`config.mk`:
```
export PLATFORM = sky130hd
export DESIGN_NAME = mem_port_arbiter
export DESIGN_NICKNAME = d
export VERILOG_FILES = /design/src/rtl/riscv_pkg.sv /design/src/rtl/mem_lat_timer.sv /design/src/rtl/mem_port_arbiter.sv
export SDC_FILE = /design/constraint.sdc
export NUM_CORES = 1
export LEC_CHECK = 0
export BUFFER_PORTS_ARGS = -buffer_cell sky130_fd_sc_hd__buf_4
export CORE_AREA = 2 2 104 106
export DETAILED_ROUTE_END_ITERATION = 10
export DIE_AREA = 0 0 106 108
export HOLD_SLACK_MARGIN = 0.08
export PLACE_DENSITY = 0.73
export SYNTH_ARGS = -nofsm -noshare
export SYNTH_HDL_FRONTEND = slang
export SYNTH_SLANG_ARGS = --single-unit
```
`constraint.sdc`:
```
create_clock -name clk -period 3.4 [get_ports clk]
set_input_delay 0.85 -clock clk [delete_from_list [all_inputs] [get_ports clk]]
set_output_delay 0.85 -clock clk [all_outputs]
set_load 0.1 [all_outputs]
```
`src/rtl/riscv_pkg.sv`:
```
// Shared pipeline definitions: arbiter states, counter width and port ids.
// Imported by the memory-port arbiter and its latency timer.
package riscv_pkg;

  localparam int   ARB_CNT_W = 4;
  localparam logic PORT_IF   = 1'b0;
  localparam logic PORT_DM   = 1'b1;

  typedef enum logic [1:0] {
    IDLE,
    BUSY_IF,
    BUSY_DM
  } arb_state_t;

endpackage

```
`src/rtl/mem_lat_timer.sv`:
```
// Loadable down-counter tracking the fixed memory latency.
// done is high while the count sits at 1 (last wait cycle).
import riscv_pkg::*;

module mem_lat_timer #(
  parameter int W = ARB_CNT_W
) (
  input  logic         clk,
  input  logic         rst_n,
  input  logic         load,
  input  logic [W-1:0] val,
  output logic         done
);

  logic [W-1:0] cnt;

  always_ff @(posedge clk or negedge rst_n) begin
    if (!rst_n) begin
      cnt <= '0;
    end else if (load) begin
      cnt <= val;
    end else if (cnt != '0) begin
      cnt <= cnt - 1'b1;
    end
  end

  assign done = (cnt == W'(1));

endmodule

```
`src/rtl/mem_port_arbiter.sv`:
```
// Fetch/data arbiter for one fixed-latency single-port memory.
// Define ARB_ROUND_ROBIN_EN to alternate on simultaneous requests.
import riscv_pkg::*;

module mem_port_arbiter #(
  parameter int ADDR_W  = 32,
  parameter int DATA_W  = 32,
  parameter int MEM_LAT = 2
) (
  input  logic                clk,
  input  logic                rst_n,
  input  logic                if_req,
  input  logic [ADDR_W-1:0]   if_addr,
  output logic [DATA_W-1:0]   if_rdata,
  output logic                if_ready,
  input  logic                dm_req,
  input  logic                dm_we,
  input  logic [DATA_W/8-1:0] dm_be,
  input  logic [ADDR_W-1:0]   dm_addr,
  input  logic [DATA_W-1:0]   dm_wdata,
  output logic [DATA_W-1:0]   dm_rdata,
  output logic                dm_ready,
  output logic                mem_en,
  output logic                mem_we,
  output logic [DATA_W/8-1:0] mem_be,
  output logic [ADDR_W-1:0]   mem_addr,
  output logic [DATA_W-1:0]   mem_wdata,
  input  logic [DATA_W-1:0]   mem_rdata
);

  localparam logic [ARB_CNT_W-1:0] LAT = ARB_CNT_W'(MEM_LAT);

  arb_state_t state;
  logic       grant;
  logic       pick_dm;
  logic       done;

  assign grant    = (state == IDLE) && (if_req || dm_req);
  assign if_rdata = mem_rdata;
  assign dm_rdata = mem_rdata;

`ifdef ARB_ROUND_ROBIN_EN
  logic last_grant;

  // Ties go to whichever port did not win last time.
  assign pick_dm = dm_req && (!if_req || (last_grant == PORT_IF));

  always_ff @(posedge clk or negedge rst_n) begin
    if (!rst_n) begin
      last_grant <= PORT_IF;
    end else if (grant) begin
      last_grant <= pick_dm ? PORT_DM : PORT_IF;
    end
  end
`else
  assign pick_dm = dm_req;
`endif

  mem_lat_timer #(
    .W(ARB_CNT_W)
  ) u_timer (
    .clk  (clk),
    .rst_n(rst_n),
    .load (grant),
    .val  (LAT),
    .done (done)
  );

  always_ff @(posedge clk or negedge rst_n) begin
    if (!rst_n) begin
      state     <= IDLE;
      mem_en    <= 1'b0;
      mem_we    <= 1'b0;
      mem_be    <= '0;
      mem_addr  <= '0;
      mem_wdata <= '0;
      if_ready  <= 1'b0;
      dm_ready  <= 1'b0;
    end else begin
      mem_en <= 1'b0;
      case (state)
        IDLE: begin
          if (grant) begin
            mem_en <= 1'b1;
            unique case (1'b1)
              pick_dm: begin
                state     <= BUSY_DM;
                mem_we    <= dm_we;
                mem_be    <= dm_be;
                mem_addr  <= dm_addr;
                mem_wdata <= dm_wdata;
              end
              default: begin
                state     <= BUSY_IF;
                mem_we    <= 1'b0;
                mem_be    <= '0;
                mem_addr  <= if_addr;
                mem_wdata <= '0;
              end
            endcase
          end
        end
        BUSY_IF, BUSY_DM: begin
          // The ready cycle is spent in BUSY so the next sample is one bubble later.
          if (if_ready || dm_ready) begin
            if_ready <= 1'b0;
            dm_ready <= 1'b0;
            state    <= IDLE;
          end else if (done) begin
            if_ready <= (state == BUSY_IF);
            dm_ready <= (state == BUSY_DM);
          end
        end
        default: state <= IDLE;
      endcase
    end
  end

endmodule
```
==> results of run 1 <==
## routing by layer
metal	global-route usage, %	up-vias	routed length (um)
li1	-	1304	-
met1	17.83	1188	3376
met2	24.61	166	4159
met3	5.184	13	911
met4	6.955	0	133
met5	0	-	0
## metrics by stage
stage                     instances  setup WS [ps]  hold WS (ps)
after floorplan                 337           1437         487.5
after global placement          569           1192         463.1
after detailed placement        569           1142         471.4
after CTS                       585           1500         489.1
after global routing            585           1374         511.2
final                           585           1500         481.7
## state kept, by name, indices dropped and copies added, names as in the netlist
| register | flops |
|---|---|
| mem_we | 1 |
| u_timer.cnt | 4 |
| mem_en | 1 |
| state | 2 |
| mem_wdata | 32 |
| mem_addr | 32 |
| mem_be | 4 |
| dm_ready | 1 |
| if_ready | 1 |
## cell type report
class | count | share of cell area, %
flip-flops and latches | 78 | 40.08
inverters | 9 | 0.6937
multi-input cells | 167 | 24.02
repair buffers | 179 | 27.60
clock buffers | 11 | 2.903
well taps | 136 | 3.494
clock inverters | 5 | 1.208
## cell usage in the layout, fill, tap and decap left out
cell        count
dfrtp_1        78
bufinv_16       1
nand2b_1        3
clkinv_2        1
o211ai_1        1
o21ai_1         3
ha_1            6
a22o_1         37
nor3_1          1
nand2_1        33
o21ai_4         1
clkinv_4        1
clkinvlp_4      2
a21oi_1         5
clkbuf_1        1
nor2b_1         2
inv_2           1
nor2_1          4
and2_1          1
inv_1           8
mux2i_1        33
o21ai_0        32
clkbuf_8       10
o22ai_1         1
nand4_1         2
or3b_2          1
nor3b_1         1
buf_4         179
## worst max-delay path by stage
| stage | from | endpoint | slack [ps] | cells after the start |
|---|---|---|---|---|
| 2_1_floorplan | mem_rdata[0] | dm_rdata[0] | 1440 | 1 |
| 3_3_place_gp | dm_req | mem_addr[31] | 1190 | 4 |
| 3_5_place_dp | dm_req | mem_addr[18] | 1140 | 4 |
| 4_1_cts | mem_addr[3] | mem_addr[3] | 1500 | 1 |
| 5_1_grt | dm_req | mem_addr[17] | 1370 | 4 |
| 6_report | dm_req | mem_addr[18] | 1500 | 4 |
## logic make-up (layout without fill, tap and decap cells)
kind of cell | after synthesis | after routing | share of synthesized area [%]
AO/OA/AOI/OAI | 80 | 80 | 14.76
adder cells (fa/ha/maj) | 6 | 6 | 1.999
buffers and inverters | 92 | 204 | 16.86
flip-flops | 78 | 78 | 51.98
multiplexers | 33 | 33 | 8.797
AND/OR/NAND/NOR | 48 | 48 | 5.598
## worst register-to-register path, delay by kind of cell, from the launching register on
family                     cells  cell delay, ps
adders and majority gates      1             280
DFF                            1             360
buffers and inverters          2             560
AOI/OAI and AO/OA              2             320
## cell usage after synthesis, drive strengths merged
cell type / instances / area, sq um
nor2b: 2 / 12.51
o21ai: 36 / 191.4
and2: 1 / 6.260
nand2b: 3 / 18.77
nor3b: 1 / 7.510
nand4: 2 / 12.51
ha: 6 / 75.07
or3b: 1 / 8.760
mux2i: 33 / 330.3
clkbuf: 3 / 11.26
a21oi: 5 / 25.02
inv: 9 / 33.78
nand2: 33 / 123.9
o22ai: 1 / 6.260
buf: 80 / 588.1
o211ai: 1 / 7.510
nor3: 1 / 5.000
nor2: 4 / 15.01
dfrtp: 78 / 1952
a22o: 37 / 324.1
==> out/metrics.yaml, run 1 <==
status:
  outcome: "complete, no violations"
synthesis:
  syn_area_sq_mm: 0.003755
  ys_types: 25
  syn_inst: 337
  syn-num-nets: 480
  ys_ff_latch: 78
  yosysSeqAreaShare_pct: 51.98
  syn_area_per_cell_sq_um: 11.14
  ys_warn_count: 0
place:
  placed_area_sq_mm: 0.004669
  routabilityCongestion: 0.7022
  place_hpwl_um: 6382
  io_buffers: 176
finish:
  multi_input_area_sq_mm: 0.001170
  regArea_sq_mm: 0.001952
  fillers: 943
  final_area_sq_mm: 0.004870
  final_util_pct: 47.60
  area_growth_pct: 29.69
  drive_above_1_share_pct: 43.88
  nets: 587
  diodes: 0
worst_setup_path:
  critPathRequiredTime_ps: 3590
  crit_type: "input port to register"
  worst_r2r_path_depth: 5
  critical_path.top_delay_family: "buffers and inverters"
  r2r-end: "mem_addr[18]"
  worstPathCellList: "buf_4 -> o21ai_4 -> buf_4 -> o21ai_0"
  crit_path_end_kind: "register"
  r2r_setup_slack_ps: 1740
  r2r_start: "state[0]"
  max_stage_delay_ps: 490
  path_max_fanout: 67
  cp_num_buf_inv: 2
  cp_common_cell: "buf_4"
  critPathArrivalTime_ps: 2090
  crit_path_top_delay_cell: "buf_4"
  cp-start-kind: "input port"
clock_tree:
  cts_root_buffer: "clkbuf_8"
  post_cts_buffers: 0
  cts_made_buffers: 9
  h-tree-depth: 3
  path_clk_slew_ps: 70
  worst_skew_pair.late_latency_ps: 340
  cts_sinks: 78
  cts-resized-gates: 0
  ctsHoldBuffers: 0
  cts_tree: "yes"
  ctsLongestPathBuffers: 2
route:
  routedWlPerCell_um: 14.67
  routed_wirelength_um: 8581
  routed_via_density: 4.566
  firstDrtPassIters: 4
  first_iter_violations: 78
  drc: 0
  num_vias: 2671
  ant_nets: 0
hold_path:
  whs_path_depth: 2
  hold_end: "mem_addr[22]"
  min-delay-start: "mem_addr[22]"
  hold_class: "register to register"
die:
  die_area_sq_mm: 0.01145
  io_pins: 273
  core_sq_mm: 0.01023
  die_x_um: 106
  fp-row-count: 37
  die_y_um: 108
  initial_utilization_pct: 36.70
timing:
  fin_tns_setup_ps: 0
  layout_min_cycle_time_ps: 1900
  drv_slew: 0
  period_share_pct: 55.89
  hold_viol_final: 0
  grt_setup_unrepaired: "no"
  clock.fmax_mhz: 526.2
  skew_ps: 9.819
  finalSetupViolations: 0
  tightest_slew_ps: 956.7
  slew_headroom_pct: 36.22
global_route:
  grt_usage_pct: 15.00
  overflow: 0
  grt_pass1_wl_um: 13320
  grt_pass1_vias: 2638
  grt_max_degree: 79
  grt_antenna_before_repair: 0
run:
  cap_viol_max_count: 0
Power of run 1 is not shown: default switching activity piles up to over one toggle a cycle in this logic, so the estimate is an artifact.
==> inputs of run 2 (changes only) <==
--- a/config.mk
+++ b/config.mk
@@ -6,11 +6,12 @@
 export NUM_CORES = 1
 export LEC_CHECK = 0
 export BUFFER_PORTS_ARGS = -buffer_cell sky130_fd_sc_hd__buf_4
-export CORE_AREA = 2 2 104 106
+export CORE_ASPECT_RATIO = 0.8
+export CORE_MARGIN = 2
+export CORE_UTILIZATION = 37
 export DETAILED_ROUTE_END_ITERATION = 10
-export DIE_AREA = 0 0 106 108
 export HOLD_SLACK_MARGIN = 0.08
-export PLACE_DENSITY = 0.73
+export PLACE_DENSITY = 0.77
 export SYNTH_ARGS = -nofsm -noshare
 export SYNTH_HDL_FRONTEND = slang
 export SYNTH_SLANG_ARGS = --single-unit
==> constraint.sdc (replaced) <==
create_clock -name clk -period 1.66 [get_ports clk]
set_input_delay 0.415 -clock clk [delete_from_list [all_inputs] [get_ports clk]]
set_output_delay 0.415 -clock clk [all_outputs]
set_load 0.1 [all_outputs]
==> out/metrics.yaml, run 2 (synthesis results as in run 1) <==
clock_tree:
  h-tree-depth: 3  # unchanged
  worst_skew_pair.late_latency_ps: 330  # was 340 ps
  cts_tree: "yes"  # unchanged
  ctsHoldBuffers: 0  # unchanged
  cts-resized-gates: 0  # unchanged
  cts_root_buffer: "clkbuf_16"  # was clkbuf_8
  ctsLongestPathBuffers: 2  # unchanged
  cts_made_buffers: 9  # unchanged
  path_clk_slew_ps: 60  # was 70 ps
  post_cts_buffers: 0  # unchanged
  cts_sinks: 78  # unchanged
place:
  place_hpwl_um: 6499  # was 6382 um
  dpl.cell_count: 574  # was 569
  io_buffers: 176  # unchanged
  routabilityCongestion: 0.7193  # was 0.7022
timing:
  drv_slew: 0  # unchanged
  period_share_pct: 92.58
  skew_ps: 8.444  # was 9.819 ps
  whs_ps: 102.6  # was 481.7 ps
  fin_tns_setup_ps: 0  # unchanged
  finalSetupViolations: 0  # unchanged
  grt_setup_unrepaired: "no"  # unchanged
  clock.fmax_mhz: 650.7
  slew_headroom_pct: 73.11  # was 36.22%
  hold_viol_final: 0  # unchanged
  layout_min_cycle_time_ps: 1537
  tightest_slew_ps: 403.4  # was 956.7 ps
worst_setup_path:
  max_stage_delay_ps: 500  # was 490 ps
  worstPathCellList: "inv_1 -> ha_1 -> or3b_2 -> nand2b_1 -> o211ai_1"  # was buf_4 -> o21ai_4 -> buf_4 -> o21ai_0
  crit_path_top_delay_cell: "or3b_2"  # was buf_4
  critPathRequiredTime_ps: 1850  # was 3590 ps
  crit_path_end_kind: "register"  # unchanged
  path_max_fanout: 5  # was 67
  crit_type: "register to register"  # was input port to register
  critPathArrivalTime_ps: 1730  # was 2090 ps
  critical_path.top_delay_family: "simple AND/OR/NAND/NOR gates"  # was buffers and inverters
  cp-start-kind: "register"  # was input port
  cp_num_buf_inv: 1  # was 2
finish:
  final_common_cell: "buf_4"  # unchanged
  final_cell_mix: "buf_4, dfrtp_1, a22o_1"  # unchanged
  top_regs: "mem_addr: 32 flops, mem_wdata: 32 flops"  # unchanged
  nets: 592  # was 587
  drive_above_1_share_pct: 44.71  # was 43.88%
  diodes: 0  # unchanged
  final_util_pct: 51.40  # was 47.60%
  area_growth_pct: 33.72  # was 29.69%
  final_cells: 590  # was 585
route:
  routedWlPerCell_um: 15.01  # was 14.67 um
  routed_wirelength_um: 8858  # was 8581 um
  routed_via_density: 4.668  # was 4.566
  firstDrtPassIters: 4  # unchanged
  first_iter_violations: 75  # was 78
  num_vias: 2754  # was 2671
  drc: 0  # unchanged
  ant_nets: 0  # unchanged
global_route:
  grt_pass1_wl_um: 13660  # was 13320 um
  grt_max_degree: 79  # unchanged
  grt_pass1_vias: 2808  # was 2638
  grt_antenna_before_repair: 0  # unchanged
  grt_usage_pct: 16.11  # was 15.00%
  overflow: 0  # unchanged
die:
  core_sq_mm: 0.009769  # was 0.01023 sq mm
  io_pins: 273  # unchanged
  die_x_um: 116.6  # was 106 um
  die_area_sq_mm: 0.01098  # was 0.01145 sq mm
  die_y_um: 94.11  # was 108 um
  fp-row-count: 32  # was 37
  initial_utilization_pct: 38.43  # was 36.70%
hold_path:
  hold_class: "input port to asynchronous set/reset pin"  # was register to register
status:
  outcome: "complete, no violations"  # unchanged
run:
  cap_viol_max_count: 0  # unchanged
## run 2: layout make-up
type / instances / area [sq um]
Clock buffer: 10 / 239.0
Clock inverter: 6 / 37.54
Fill cell: 906 / 4748
Inverter: 9 / 33.78
Multi-Input combinational cell: 167 / 1170
Sequential cell: 78 / 1952
Tap cell: 136 / 170.2
Timing Repair Buffer: 184 / 1419
## run 2: per-stage QoR
step,setup WS [ps],area (sq um)
3_5_place_dp,128.9,4745
6_report,123.2,5021
3_3_place_gp,197.7,4745
5_1_grt,21.40,5021
2_1_floorplan,37.18,3755
4_1_cts,104.9,5021
## run 2: final timing paths
kind	startpoint	cells after the start	slack (ps)	to
min in group clk	dm_wdata[14]	2	300	mem_wdata[14]
worst max-delay path	u_timer.cnt[0]	5	120	u_timer.cnt[1]
worst min-delay path	rst_n	2	100	mem_wdata[24]
worst min register to register	mem_addr[23]	2	480	mem_addr[23]
max in group asynchronous	rst_n	2	1240	mem_addr[10]
worst max register to register	u_timer.cnt[0]	5	120	u_timer.cnt[1]
## run 2: routing by layer
| layer | vias to the layer above | global-route usage [%] | wire [um] |
|---|---|---|---|
| li1 | 1314 | - | - |
| met1 | 1287 | 19.40 | 3669 |
| met2 | 146 | 27.57 | 4269 |
| met3 | 7 | 4.903 | 821 |
| met4 | 0 | 5.196 | 97 |
| met5 | - | 0 | 0 |
Power of run 2 is left out for the same reason.
==> inputs of run 3 (changes only) <==
--- a/config.mk
+++ b/config.mk
@@ -10,8 +10,8 @@
 export CORE_MARGIN = 2
 export CORE_UTILIZATION = 37
 export DETAILED_ROUTE_END_ITERATION = 10
-export HOLD_SLACK_MARGIN = 0.08
 export PLACE_DENSITY = 0.77
+export RECOVER_POWER = 50
 export SYNTH_ARGS = -nofsm -noshare
 export SYNTH_HDL_FRONTEND = slang
 export SYNTH_SLANG_ARGS = --single-unit
==> constraint.sdc (replaced) <==
create_clock -name clk -period 1.4 [get_ports clk]
set_input_delay 0.35 -clock clk [delete_from_list [all_inputs] [get_ports clk]]
set_output_delay 0.35 -clock clk [all_outputs]
set_load 0.1 [all_outputs]
==> out/metrics.yaml, run 3 (synthesis results as in run 1) <==
finish:
  nets: 592  # unchanged
  diodes: 0  # unchanged
  drive_above_1_share_pct: 46.70  # was 44.71%
  final_util_pct: 52.78  # was 51.40%
  fillers: 903  # was 906
  area_growth_pct: 37.32  # was 33.72%
  final_cells: 590  # unchanged
  final_common_cell: "buf_4"  # unchanged
  final_cell_mix: "buf_4, dfrtp_1, a22o_1"  # unchanged
  top_regs: "mem_addr: 32 flops, mem_wdata: 32 flops"  # unchanged
worst_setup_path:
  critPathRequiredTime_ps: 1050  # was 1850 ps
  cp-start-kind: "register"  # unchanged
  path_depth: 1  # was 5
  crit_path_end_kind: "output pin"  # was register
  crit_path_top_delay_cell: "dfrtp_1"  # was or3b_2
  r2r_setup_slack_ps: 80  # was 120 ps
  critPathArrivalTime_ps: 990  # was 1730 ps
  r2r_start: "state[0]"  # was u_timer.cnt[0]
  worstPathCellList: "buf_4"  # was inv_1 -> ha_1 -> or3b_2 -> nand2b_1 -> o211ai_1
  crit_type: "register to output pin"  # was register to register
  cp_num_buf_inv: 1  # unchanged
  critical_path.top_delay_family: "flip-flops"  # was simple AND/OR/NAND/NOR gates
  setup.worst_path.end: "mem_wdata[28]"  # was u_timer.cnt[1]
  startpoint: "mem_wdata[28]"  # was u_timer.cnt[0]
  worst_r2r_path_depth: 5  # unchanged
  max_stage_delay_ps: 370  # was 500 ps
  r2r-end: "mem_wdata[12]"  # was u_timer.cnt[1]
  path_max_fanout: 2  # was 5
timing:
  slew_headroom_pct: 29.62  # was 73.11%
  finalSetupViolations: 0  # unchanged
  layout_min_cycle_time_ps: 1342
  period_share_pct: 95.87
  skew_ps: 11.10  # was 8.444 ps
  grt_setup_unrepaired: "no"  # unchanged
  clock.fmax_mhz: 745.0
  drv_slew: 0  # unchanged
  whs_ps: 240.1  # was 102.6 ps
  hold_viol_final: 0  # unchanged
  tightest_slew_ps: 1056  # was 403.4 ps
route:
  ant_nets: 0  # unchanged
  num_vias: 2793  # was 2754
  routed_via_density: 4.734  # was 4.668
  routed_wirelength_um: 8590  # was 8858 um
  firstDrtPassIters: 4  # unchanged
  routedWlPerCell_um: 14.56  # was 15.01 um
  drc: 0  # unchanged
  first_iter_violations: 83  # was 75
place:
  io_buffers: 176  # unchanged
  dpl.cell_count: 573  # was 574
  routabilityCongestion: 0.7001  # was 0.7193
  place_hpwl_um: 6157  # was 6499 um
global_route:
  grt_pass1_vias: 2719  # was 2808
  overflow: 0  # unchanged
  grt_max_degree: 79  # unchanged
  grt_pass1_wl_um: 12810  # was 13660 um
  grt_antenna_before_repair: 0  # unchanged
  grt_usage_pct: 14.86  # was 16.11%
clock_tree:
  post_cts_buffers: 0  # unchanged
  h-tree-depth: 3  # unchanged
  cts_sinks: 78  # unchanged
  cts_tree: "yes"  # unchanged
  ctsHoldBuffers: 0  # unchanged
  cts_made_buffers: 9  # unchanged
  ctsLongestPathBuffers: 2  # unchanged
  cts_root_buffer: "clkbuf_16"  # unchanged
  worst_skew_pair.late_latency_ps: 320  # was 330 ps
  path_clk_slew_ps: 60  # about the same
die:
  io_pins: 273  # unchanged
  core_sq_mm: 0.009769  # unchanged
  die_x_um: 116.6  # unchanged
  die_y_um: 94.11  # unchanged
  initial_utilization_pct: 38.43  # unchanged
  die_area_sq_mm: 0.01098  # unchanged
  fp-row-count: 32  # unchanged
status:
  outcome: "complete, no violations"  # unchanged
run:
  cap_viol_max_count: 0  # unchanged
hold_path:
  hold_class: "input port to register"  # was input port to asynchronous set/reset pin
-- run 3: cell types whose count changed in the layout (fill, tap and decap cells not counted), moves of 3 or more --
| cell | before | now |
|---|---|---|
| buf_4 | 181 | 174 |
| inv_1 | 8 | 4 |
| inv_2 | 1 | 5 |
| buf_6 | 0 | 3 |
| clkinvlp_4 | 3 | 0 |
-- run 3: layout make-up --
| class | instances | area (sq um) | area share (%) |
|---|---|---|---|
| clock buffers | 12 | 256.5 | 4.975 |
| inverters | 9 | 33.78 | 0.6552 |
| flip-flops and latches | 78 | 1954 | 37.90 |
| clock inverters | 4 | 70.07 | 1.359 |
| well taps | 136 | 170.2 | 3.300 |
| repair buffers | 184 | 1460 | 28.32 |
| multi-input cells | 167 | 1211 | 23.49 |
-- run 3: repair_timing --
| item | 4_1_cts | 5_1_grt |
|---|---|---|
| pin swaps | 0 | 1 |
| endpoints found under the setup margin | 2 | 77 |
| gates cloned | 0 | 1 |
| resized for setup | 1 | 14 |
-- run 3: worst min-delay path by stage --
stage | endpoint | slack, ps | from | cells past startpoint
3_5_place_dp | mem_wdata[19] | 410 | rst_n | 2
6_report | mem_wdata[24] | 240 | dm_wdata[24] | 2
4_1_cts | mem_wdata[19] | 50 | rst_n | 2
5_1_grt | mem_wdata[24] | 220 | dm_wdata[24] | 2
2_1_floorplan | dm_ready | 50 | rst_n | 0
3_3_place_gp | mem_wdata[19] | 400 | rst_n | 2
-- run 3: metal layers --
metal / track usage, % / wire length (um) / part of all wire, %
met1: 18.61 / 3541 / 41
met5: 0 / 0 / 0
met3: 5.097 / 842 / 9.8
met2: 24.56 / 4150 / 48
met4: 3.922 / 55 / 0.64
-- run 3: per-stage QoR --
| stage | instance area [sq um] | setup TNS [ps] | setup WS (ps) |
|---|---|---|---|
| global route | 5156 | 0 | 15.82 |
| floorplan | 3767 | 0 | 28.55 |
| finish | 5156 | 0 | 57.80 |
| detailed placement | 4775 | -23.54 | -14.56 |
| global placement | 4775 | 0 | 73.46 |
| CTS | 5107 | 0 | 3.571 |
Power of run 3 is left out for the same reason.
